[src/rtl/npu_sched_pkg.sv]
// Shared scheduler definitions: FSM state encoding, default burst-length
// field width and the one-hot to binary index encoder.
package npu_sched_pkg;

  typedef enum logic {
    IDLE = 1'b0,
    BUSY = 1'b1
  } sched_state_e;

  localparam int DEF_LEN_W  = 4;

  // Widest one-hot vector the encoder accepts (caps the requester count)
  localparam int ONEHOT_MAX = 64;

  // Returns the index of the set bit of a one-hot vector (0 when empty)
  function automatic logic [31:0] onehot_to_bin(input logic [ONEHOT_MAX-1:0] oh);
    logic [31:0] idx;
    idx = '0;
    for (int i = 0; i < ONEHOT_MAX; i++) begin
      if (oh[i]) begin
        idx = idx | 32'(i);
      end
    end
    return idx;
  endfunction

endpackage

[src/rtl/rr_burst_scheduler_pick.sv]
// rr_pick_onehot: stateless round-robin picker. Prefers the lowest requester
// inside the pointer mask, falls back to the lowest requester overall, and
// returns the mask of ports strictly above the pick for the next round.
module rr_pick_onehot #(
  parameter int N = 16
) (
  input  logic [N-1:0] req,
  input  logic [N-1:0] pointer,
  output logic [N-1:0] pick,
  output logic [N-1:0] next_mask
);

  logic [N-1:0] masked;
  logic [N-1:0] source;
  logic [N-1:0] upto_pick;

  assign masked = req & pointer;
  assign source = (|masked) ? masked : req;

  // Isolate the lowest set bit of the chosen request set
  assign pick = source & (~source + N'(1));

  // Bits 0..w set for pick at w; shifting the top port out leaves all ones,
  // so the resulting mask is empty and the next pick falls back to the lowest
  assign upto_pick = (pick << 1) - N'(1);
  assign next_mask = ~upto_pick;

endmodule

[src/rtl/rr_burst_scheduler.sv]
// rr_burst_scheduler: shares one multi-beat port among REQ_WIDTH requesters.
// A round-robin winner keeps its grant for the whole burst; the port is freed
// after the last acknowledged beat, with one idle cycle before the next grant.
// Optional feature macro RR_SCHED_STARVE_EN adds per-port wait counters that
// let a port that lost STARVE_LIMIT arbitrations override round-robin.
module rr_burst_scheduler
  import npu_sched_pkg::*;
#(
  parameter int REQ_WIDTH    = 16,
  parameter int LEN_W        = DEF_LEN_W
`ifdef RR_SCHED_STARVE_EN
  ,
  parameter int STARVE_LIMIT = 8
`endif
) (
  input  logic                         clk,
  input  logic                         rst,
  input  logic [REQ_WIDTH-1:0]         req_valid,
  input  logic [REQ_WIDTH*LEN_W-1:0]   req_len,
  input  logic                         beat_ack,
  output logic [REQ_WIDTH-1:0]         gnt,
  output logic [$clog2(REQ_WIDTH)-1:0] gnt_port,
  output logic                         busy,
  output logic                         burst_done
);

  localparam int PORT_W = $clog2(REQ_WIDTH);

  sched_state_e         state;
  logic [REQ_WIDTH-1:0] pointer;
  logic [LEN_W-1:0]     beat_cnt;

  logic                 any_req;
  logic [REQ_WIDTH-1:0] rr_pick;
  logic [REQ_WIDTH-1:0] rr_mask;
  logic [REQ_WIDTH-1:0] win_oh;
  logic [REQ_WIDTH-1:0] win_mask;
  logic [PORT_W-1:0]    win_idx;
  logic [LEN_W-1:0]     win_len;

  assign any_req = |req_valid;

  rr_pick_onehot #(
    .N(REQ_WIDTH)
  ) u_rr_pick (
    .req       (req_valid),
    .pointer   (pointer),
    .pick      (rr_pick),
    .next_mask (rr_mask)
  );

`ifdef RR_SCHED_STARVE_EN
  localparam int CNT_W = $clog2(STARVE_LIMIT + 1);

  logic [CNT_W-1:0]     wait_cnt [REQ_WIDTH];
  logic [REQ_WIDTH-1:0] starve_req;
  logic [REQ_WIDTH-1:0] starve_pick;
  logic [REQ_WIDTH-1:0] starve_mask;

  // Flag requesting ports whose loss count reached the starvation threshold
  always_comb begin
    starve_req = '0;
    for (int i = 0; i < REQ_WIDTH; i++) begin
      starve_req[i] = req_valid[i] && (wait_cnt[i] >= CNT_W'(STARVE_LIMIT));
    end
  end

  // An empty pointer makes the picker return the lowest starving port
  rr_pick_onehot #(
    .N(REQ_WIDTH)
  ) u_starve_pick (
    .req       (starve_req),
    .pointer   ({REQ_WIDTH{1'b0}}),
    .pick      (starve_pick),
    .next_mask (starve_mask)
  );

  assign win_oh   = (|starve_req) ? starve_pick : rr_pick;
  assign win_mask = (|starve_req) ? starve_mask : rr_mask;

  // Count lost idle arbitrations per port; a grant or dropped request clears it
  always_ff @(posedge clk) begin
    if (rst) begin
      for (int i = 0; i < REQ_WIDTH; i++) begin
        wait_cnt[i] <= '0;
      end
    end else begin
      for (int i = 0; i < REQ_WIDTH; i++) begin
        if (!req_valid[i]) begin
          wait_cnt[i] <= '0;
        end else if (state == IDLE && any_req) begin
          if (win_oh[i]) begin
            wait_cnt[i] <= '0;
          end else if (wait_cnt[i] != {CNT_W{1'b1}}) begin
            wait_cnt[i] <= wait_cnt[i] + CNT_W'(1);
          end
        end
      end
    end
  end
`else
  assign win_oh   = rr_pick;
  assign win_mask = rr_mask;
`endif

  assign win_idx = PORT_W'(onehot_to_bin(ONEHOT_MAX'(win_oh)));

  // Select the burst length field of the winning port
  always_comb begin
    win_len = '0;
    for (int i = 0; i < REQ_WIDTH; i++) begin
      if (win_oh[i]) begin
        win_len = req_len[i*LEN_W +: LEN_W];
      end
    end
  end

  // Arbitrate while idle, then count accepted beats until the burst ends
  always_ff @(posedge clk) begin
    if (rst) begin
      state      <= IDLE;
      pointer    <= '1;
      beat_cnt   <= '0;
      gnt        <= '0;
      gnt_port   <= '0;
      busy       <= 1'b0;
      burst_done <= 1'b0;
    end else begin
      burst_done <= 1'b0;
      case (state)
        IDLE: begin
          if (any_req) begin
            state    <= BUSY;
            gnt      <= win_oh;
            gnt_port <= win_idx;
            busy     <= 1'b1;
            beat_cnt <= win_len;
            pointer  <= win_mask;
          end
        end
        BUSY: begin
          if (beat_ack) begin
            if (beat_cnt == '0) begin
              state      <= IDLE;
              gnt        <= '0;
              gnt_port   <= '0;
              busy       <= 1'b0;
              burst_done <= 1'b1;
            end else begin
              beat_cnt <= beat_cnt - LEN_W'(1);
            end
          end
        end
        default: begin
          state <= IDLE;
        end
      endcase
    end
  end

endmodule
[config.mk]
export PLATFORM = sky130hd
export DESIGN_NAME = rr_burst_scheduler
export DESIGN_NICKNAME = d
export VERILOG_FILES = /design/src/rtl/npu_sched_pkg.sv /design/src/rtl/rr_burst_scheduler_pick.sv /design/src/rtl/rr_burst_scheduler.sv
export SDC_FILE = /design/constraint.sdc
export NUM_CORES = 1
export LEC_CHECK = 0
export CAP_MARGIN = 20
export CORE_MARGIN = 2
export CORE_UTILIZATION = 42
export DETAILED_ROUTE_END_ITERATION = 8
export GPL_ROUTABILITY_DRIVEN = 0
export PLACE_DENSITY_LB_ADDON = 0.08
export SLEW_MARGIN = 20
export SYNTH_ARGS = -nofsm -noshare
export SYNTH_HDL_FRONTEND = slang
export SYNTH_SLANG_ARGS = --single-unit
[constraint.sdc]
create_clock -name clk -period 6.7 [get_ports clk]
set_input_delay 1.675 -clock clk [delete_from_list [all_inputs] [get_ports clk]]
set_output_delay 1.675 -clock clk [all_outputs]
set_load 0.01 [all_outputs]
== After elaboration in Yosys (flattened, before gate mapping) ==
Cells that the tools add are included.

* Reductions and logical operators: 7
* Equality and inequality tests: 4
* $add $sub $neg: 3
* Mux-type cells: 53
* Bitwise operators: 6

{| class="wikitable"
|+ Operators by type and width
! kind !! count
|-
| $mux W4 || 30
|-
| $mux W16 || 4
|-
| $and A16 B16 Y16 || 2
|-
| $not A16 Y16 || 2
|-
| $pmux W16 S2 || 1
|-
| $reduce_or A16 Y1 || 2
|-
| $add A16 B1 Y16 const B || 1
|-
| $pmux W4 S2 || 2
|-
| $sub A16 B1 Y16 const B || 1
|-
| $mux W3 || 4
|-
| $mux W1 || 8
|-
| $ne A2 B2 Y1 const B || 3
|-
| $reduce_and A3 Y1 || 2
|-
| $logic_not A4 Y1 || 1
|-
| $mux W2 || 2
|-
| $pmux W1 S2 || 2
|-
| $sub A4 B1 Y4 const B || 1
|-
| $reduce_or A3 Y1 || 1
|-
| $ne A2 B1 Y1 const B || 1
|-
| $not A1 Y1 || 2
|-
| $reduce_and A2 Y1 || 1
|}

* Output and inout bits: 22
* Input port bits: 83
* Logic and storage cells: 80
* Register bits after elaboration: 43

== Depth between registers and ports, before layout ==
Gate-level depths: netlist of the first run.

* Depth after elaboration: 24
* Mapped depth: 14
* Gate-level depth less buffers: 10

== By module ==
A second synthesis of the first run with hierarchy kept.

* Cell total of the unflattened synthesis: 356
* Area, all modules: 2803.9 um2

{| class="wikitable"
|+ Modules (own cells, without submodules)
! module !! times used !! seq. area each (um2) !! area an instance (um2) !! cells an instance
|-
| rr_burst_scheduler || 1 || 860.8 || 2328.5 || 285
|-
| rr_pick_onehot || 1 || 0.0 || 475.5 || 71
|}

== Least setup slack after synthesis of the first run ==
OpenSTA, ideal clock, no wires.

* Path type: input-to-reg
* Start: in req_valid[12]
* End: reg beat_cnt[2]
* Stages on the path: 13
* Slack: 2.656 ns
* Data required time: 6.580 ns
* Library setup time: 0.120 ns
* Path buffers: 3
* Arrival time: 3.924 ns
* Path through: a22o_2 > a221oi_2 > and4_4 > buf_6 > buf_8 > o21a_2 > nor4_4 > nand3_2 > or3_1 > buf_6 > o211ai_2 > nor2_1 > a211o_1

* Longest elaborated chain between the ends: 24
* Elaborated cells on any way between the ends: 27
* Those cells by class: 1 x add/sub; 1 x eq/ne; 19 x mux; 3 x bitwise; 3 x reduce/logical

{| class="wikitable"
|+ Ends and longest elaborated chain
! element !! RTL line !! RTL
|-
| start, declared || rr_burst_scheduler.sv:18 || <nowiki>input logic [REQ_WIDTH-1:0] req_valid,</nowiki>
|-
| $and A16 B16 Y16 || rr_burst_scheduler_pick.sv:17 || <nowiki>assign masked = req & pointer;</nowiki>
|-
| $reduce_or A16 Y1 || rr_burst_scheduler_pick.sv:18 || <nowiki>assign source = (|masked) ? masked : req;</nowiki>
|-
| $mux W16 || rr_burst_scheduler_pick.sv:18 ||
|-
| $not A16 Y16 || rr_burst_scheduler_pick.sv:21 || <nowiki>assign pick = source & (~source + N'(1));</nowiki>
|-
| $add A16 B1 Y16 || rr_burst_scheduler_pick.sv:21 ||
|-
| $and A16 B16 Y16 || rr_burst_scheduler_pick.sv:21 ||
|-
| $mux W4 (16 in series) || rr_burst_scheduler.sv:112 || <nowiki>if (win_oh[i]) begin</nowiki>
|-
| $mux W4 || rr_burst_scheduler.sv:132 || <nowiki>if (any_req) begin</nowiki>
|-
| $pmux W4 S2 || rr_burst_scheduler.sv:130 || <nowiki>case (state)</nowiki>
|-
| end signal, assigned || rr_burst_scheduler.sv:137 || <nowiki>beat_cnt <= win_len;</nowiki>
|-
| end signal, assigned || rr_burst_scheduler.sv:150 || <nowiki>beat_cnt <= beat_cnt - LEN_W'(1);</nowiki>
|-
| end, declared || rr_burst_scheduler.sv:31 || <nowiki>logic [LEN_W-1:0] beat_cnt;</nowiki>
|}

Several ways; a longest one is shown, not always the timed one. The select of a mux whose other input is x is not followed.
A chain may end at the register's enable or synchronous reset.

== Final worst setup path of the first run ==
* Start: in req_valid[6]
* End: reg beat_cnt[2]

Same word-level chain as after synthesis.

==> flow_summary.ini, run 1 <==
[clocking]
postCtsSetupRepairBufs = 0
htree_levels = 2
cts.path.max_buffers = 2
clk_latency_ns = 0.30
clk_pin_slew_ns = 0.09
clockRootBuffer = clkbuf_8
cts.sinks = 43
cts_resized = 0
numCtsBuffers = 5
ctsHoldBuffers = 0
cts_tree = yes

[place]
port_buffers = 104
place_inst = 510
dp_slack_ns = 1.51
hpwl_mm = 7.50

[final_layout]
fillers = 582
fin_cells = 518
layout-area-overhead-vs-synth_pct = 41.8
drive_above_1_share_pct = 6.80
fin_nets = 524
final_common_cell = clkdlybuf4s50_1
seq_area_um2 = 861
multi_input_area_um2 = 1760
antenna_cells = 0
layout_common_cells = 104 x clkdlybuf4s50_1, 43 x dfxtp_1, 37 x nor2_1

[outcome]
status = finished clean

[timing]
hold_violations = 0
fin_worst_skew_ns = 0.00877
setup_ws_ns = 1.79
setup_tns_ns = 0
setup_viol = 0
hold_slack_ns = 0.458
max_freq_mhz = 204
tightest_slew_ns = 0.843
slew_headroom_pct = 43.8
fin_crit_sh_pct = 73.3
post-route-min-period_ns = 4.91
grt_setup_unrepaired = no
maxSlewViolCount = 0

[hold_path]
hp-class = flop to flop
hp-start = busy$_SDFFE_PP0P_
whs_path_depth = 2
min_to = busy$_SDFFE_PP0P_

[critical_path]
required_ns = 6.89
cp_data_arrival_time_ns = 5.10
path_cells = clkdlybuf4s50_1 -> a22o_2 -> a221oi_2 -> and4_4 -> o21ai_1 -> nand4_2 -> nor2_1 -> a22oi_1 -> a221o_1 -> a211o_1
cpPeakStageDelay_ns = 0.72
end_kind = flop
crit_path_top_delay_cell = nor2_1
r2r_end = beat_cnt[2]$_SDFFE_PP0P_
start_kind = primary input
crit_type = primary input to flop
reg2reg_slack_ns = 3.30
crit_fanout = 27
reg2regPathDepth = 9
rr_startpoint = pointer[12]$_SDFFE_PP1P_

[detailed_routing]
vias = 3238
antenna_left = 0
vias_per_cell = 6.25
drt_wl_total_mm = 9.81
drt_first_pass_iters = 5
remaining_drc_errors = 0
drtIter0Drc = 260
post_drt_wl_per_cell_um = 18.9

[job]
max_cap_viol_count = 0

[power]
vdd.ir_drop.worst_uv = 125
p_total_mw = 0.726
powerDensity_nw_per_um2 = 185
leakage_nw = 1.42

[synthesis]
synth-simple-area-share_pct = 24.3
synthXorXnorAreaFrac_pct = 0.316
synth_area_leaders = dfxtp_1 31%, a22o_1 5.7%, nor2_1 5.0%
synth_cell_types = 59
synth_fa_ha_area_share_pct = 0.451
synth_compound_area_share_pct = 38.0
synth_edf_count = 0
muxShareOfSynthArea_pct = 0.406
async_reset_ff_share_pct = 0
yosysSeqAreaShare_pct = 31.1
synth_top_area_share_pct = 31.1
syn-num-nets = 430
synth_top_family_by_area = compound AO/OA/AOI/OAI gates
ys_ff_latch = 43
syn_area_per_cell_um2 = 8.01
yosys.area.top_type = dfxtp_1
yosys_warnings = 0
syn_area_um2 = 2770
synthFlopType = dfxtp_1
synthCells = 346

[floorplanning]
die_w_um = 85.2
design.die.area_um2 = 7260
core_region_area_um2 = 6350
rows = 29
start_util_pct = 43.6
fp.dieH_um = 85.2
ioPinCount = 105

[grt]
grt_usage_pct = 26.7
grt_pass1_vias = 3089
grt_max_degree = 28
antenna_found_initial = 0
grt_pass1_wl_mm = 15.6
overflow = 0
==> report_power, final <==
| group | switching [mW] | total [mW] | internal [mW] |
|---|---|---|---|
| Sequential | 0.0177 | 0.290 | 0.273 |
| Clock | 0.0959 | 0.207 | 0.111 |
| Combinational | 0.119 | 0.229 | 0.110 |
| Total | 0.233 | 0.726 | 0.494 |
==> metal layers <==
metal	vias up	track usage (%)	part of all wire, %	wire length [µm]
met1	1512	37.9	46	4560
met4	0	10.1	2.3	223
met2	171	40.2	43	4230
met5	-	0	0	0
li1	1538	-	-	-
met3	17	4.67	8.1	796
==> worst max path at each step <==
stage	cells after the start	from	end	slack (ns)
finish	10	req_valid[6]	beat_cnt[2]$_SDFFE_PP0P_	1.79
global route	10	req_valid[12]	beat_cnt[2]$_SDFFE_PP0P_	1.55
CTS	10	req_valid[6]	beat_cnt[2]$_SDFFE_PP0P_	1.82
detailed placement	10	req_valid[6]	beat_cnt[2]$_SDFFE_PP0P_	1.51
global placement	10	req_valid[12]	beat_cnt[2]$_SDFFE_PP0P_	1.60
floorplan	13	req_valid[12]	beat_cnt[2]$_SDFFE_PP0P_	2.66
==> state kept, by name, indices dropped and copies added, names as in the netlist <==
name,flops
state,1
beat_cnt,4
burst_done,1
gnt,16
pointer,16
busy,1
gnt_port,4
==> Yosys cell counts (5+ instances only) <==
master,number
dfxtp_1,43
nor2_1,37
nand2_1,35
o21ai_0,19
a21oi_1,18
a22o_1,18
clkbuf_1,13
nor3_1,11
inv_1,10
o21a_1,10
o21ai_1,10
a221oi_1,9
nand3_1,9
o211ai_1,9
a32o_1,8
a31oi_1,6
nor4_1,6
nand4_1,5
o22ai_1,5
==> logic make-up after synthesis <==
group / Yosys count
compound gates: 144
xor+xnor: 1
buf+inv: 30
flops: 43
fa+ha+maj: 1
simple gates: 126
mux: 1
==> critical path: cells and delay by family <==
kind	cells	cell delay, ns
AND/OR/NAND/NOR	3	1.49
AO/OA/AOI/OAI	6	1.38
buffers and inverters	1	0.55
==> area by class of cell <==
type | instances | share of cell area [%]
clock inverter | 3 | 1.11
timing repair buffer | 107 | 27.1
inverter | 10 | 0.955
sequential | 43 | 21.9
multi-input combinational | 273 | 44.7
clock buffer | 5 | 1.75
tap | 77 | 2.45
==> stage by stage <==
stage / cell area [µm²] / utilization [%]
3_3_place_gp: 3820 / 60.1
5_1_grt: 3930 / 61.9
3_5_place_dp: 3820 / 60.1
2_1_floorplan: 2770 / -
6_report: 3930 / 61.9
4_1_cts: 3930 / 61.9
Note: power is estimated with default switching activity, not from simulation.
==> run 2, diff against run 1 <==
Clock period 6.7 ns to 5.1 ns, I/O delays scaled along.
==> flow_summary.ini, run 2 (synthesis results as in run 1) <==
[critical_path]
cp_data_arrival_time_ns = 4.66
end_kind = flop
crit_path_top_delay_cell = nor2_1
rr_startpoint = pointer[12]$_SDFFE_PP1P_
required_ns = 5.30
path_cells = clkdlybuf4s50_1 -> a22o_2 -> a221oi_2 -> and4_4 -> o21ai_2 -> nand4_2 -> nor2_1 -> a22oi_1 -> a221o_1 -> a211o_1
crit_fanout = 27
start_kind = primary input
crit_type = primary input to flop
cp-startpoint = req_valid[12]
reg2regPathDepth = 9
cpPeakStageDelay_ns = 0.72

[grt]
grt_usage_pct = 27.0
grt_max_degree = 28
grt_pass1_vias = 3045
antenna_found_initial = 0
grt_pass1_wl_mm = 15.6
overflow = 0

[final_layout]
layout_common_cells = 104 x clkdlybuf4s50_1, 43 x dfxtp_1, 37 x nor2_1
fillers = 600
fin_nets = 527
seq_area_um2 = 861
largestRegisters = gnt (16), pointer (16)
utilization_pct = 61.8
layout-area-overhead-vs-synth_pct = 41.6
drive_above_1_share_pct = 7.21
antenna_cells = 0
multi_input_area_um2 = 1760
final_common_cell = clkdlybuf4s50_1

[timing]
setup_ws_ns = 0.644
fin_crit_sh_pct = 87.4
hold_slack_ns = 0.453
fin_worst_skew_ns = 0.0104
setup_tns_ns = 0
hold_violations = 0
max_freq_mhz = 224
slew_headroom_pct = 44.3
grt_setup_unrepaired = no
setup_viol = 0
tightest_slew_ns = 0.835
post-route-min-period_ns = 4.46
maxSlewViolCount = 0

[power]
powerDensity_nw_per_um2 = 229
leakage_nw = 1.41
vdd.ir_drop.worst_uv = 147

[floorplanning]
design.die.area_um2 = 7260
core_region_area_um2 = 6350
fp.dieH_um = 85.2
start_util_pct = 43.6
ioPinCount = 105
rows = 29
die_w_um = 85.2

[detailed_routing]
vias = 3257
vias_per_cell = 6.25
drt_first_pass_iters = 5
drtIter0Drc = 368
remaining_drc_errors = 0
antenna_left = 0
post_drt_wl_per_cell_um = 18.7
drt_wl_total_mm = 9.75

[clocking]
clk_pin_slew_ns = 0.09
numCtsBuffers = 5
cts_tree = yes
cts.path.max_buffers = 2
clk_latency_ns = 0.30
ctsHoldBuffers = 0
clockRootBuffer = clkbuf_8
postCtsSetupRepairBufs = 0
cts.sinks = 43
htree_levels = 2
cts_resized = 0

[hold_path]
hp-class = flop to flop
hp-start = gnt_port[2]$_SDFFE_PP0P_
whs_path_depth = 2

[place]
port_buffers = 104
dp_slack_ns = 0.384
hpwl_mm = 7.55

[outcome]
status = finished clean

[job]
max_cap_viol_count = 0
-- run 2: changes by cell type in the layout (fill, tap and decap cells not counted), sizes merged --
cell and change:
buf +3, clkbuf +1, clkinv -1, bufinv -1
clkinvlp +1
-- run 2: critical path: cells and delay by family --
| family | cells | cell delay (ns) |
|---|---|---|
| AND/OR/NAND/NOR | 3 | 1.50 |
| AO/OA/AOI/OAI | 6 | 1.34 |
| buffers and inverters | 1 | 0.53 |
-- run 2: final timing paths --
kind / to / slack [ns]
setup / recovery: beat_cnt[2]$_SDFFE_PP0P_ / 0.64
hold / removal: gnt_port[2]$_SDFFE_PP0P_ / 0.45
setup reg to reg: beat_cnt[2]$_SDFFE_PP0P_ / 1.76
hold reg to reg: gnt_port[2]$_SDFFE_PP0P_ / 0.45
-- run 2: area by class of cell --
class                   instances  area share (%)
flip-flops and latches         43            21.9
repair buffers                110            27.7
clock buffers                   6            1.85
clock inverters                 2           0.319
multi-input cells             273            44.8
well taps                      77            2.46
inverters                      10           0.957
-- run 2: stage by stage --
stage / instance area [µm²] / power, mW / instances
after floorplan: 2770 / 0.553 / 346
after global placement: 3840 / 0.681 / 513
after detailed placement: 3840 / 0.685 / 513
after CTS: 3920 / 0.898 / 521
after global routing: 3920 / 0.947 / 521
final: 3920 / 0.900 / 521
-- run 2: report_power, final --
| part | internal, mW | leakage, nW | total (mW) | switching (mW) |
|---|---|---|---|---|
| clock | 0.0958 | 0.0412 | 0.216 | 0.120 |
| combinational | 0.145 | 1.02 | 0.303 | 0.158 |
| sequential | 0.358 | 0.352 | 0.381 | 0.0226 |
| total | 0.599 | 1.41 | 0.900 | 0.301 |
-- run 2: metal layers --
metal  share of wire (%)  track usage (%)
met5                   0                0
met4                 2.5             8.08
met3                 9.6             5.64
met2                  44             40.0
met1                  44             39.3
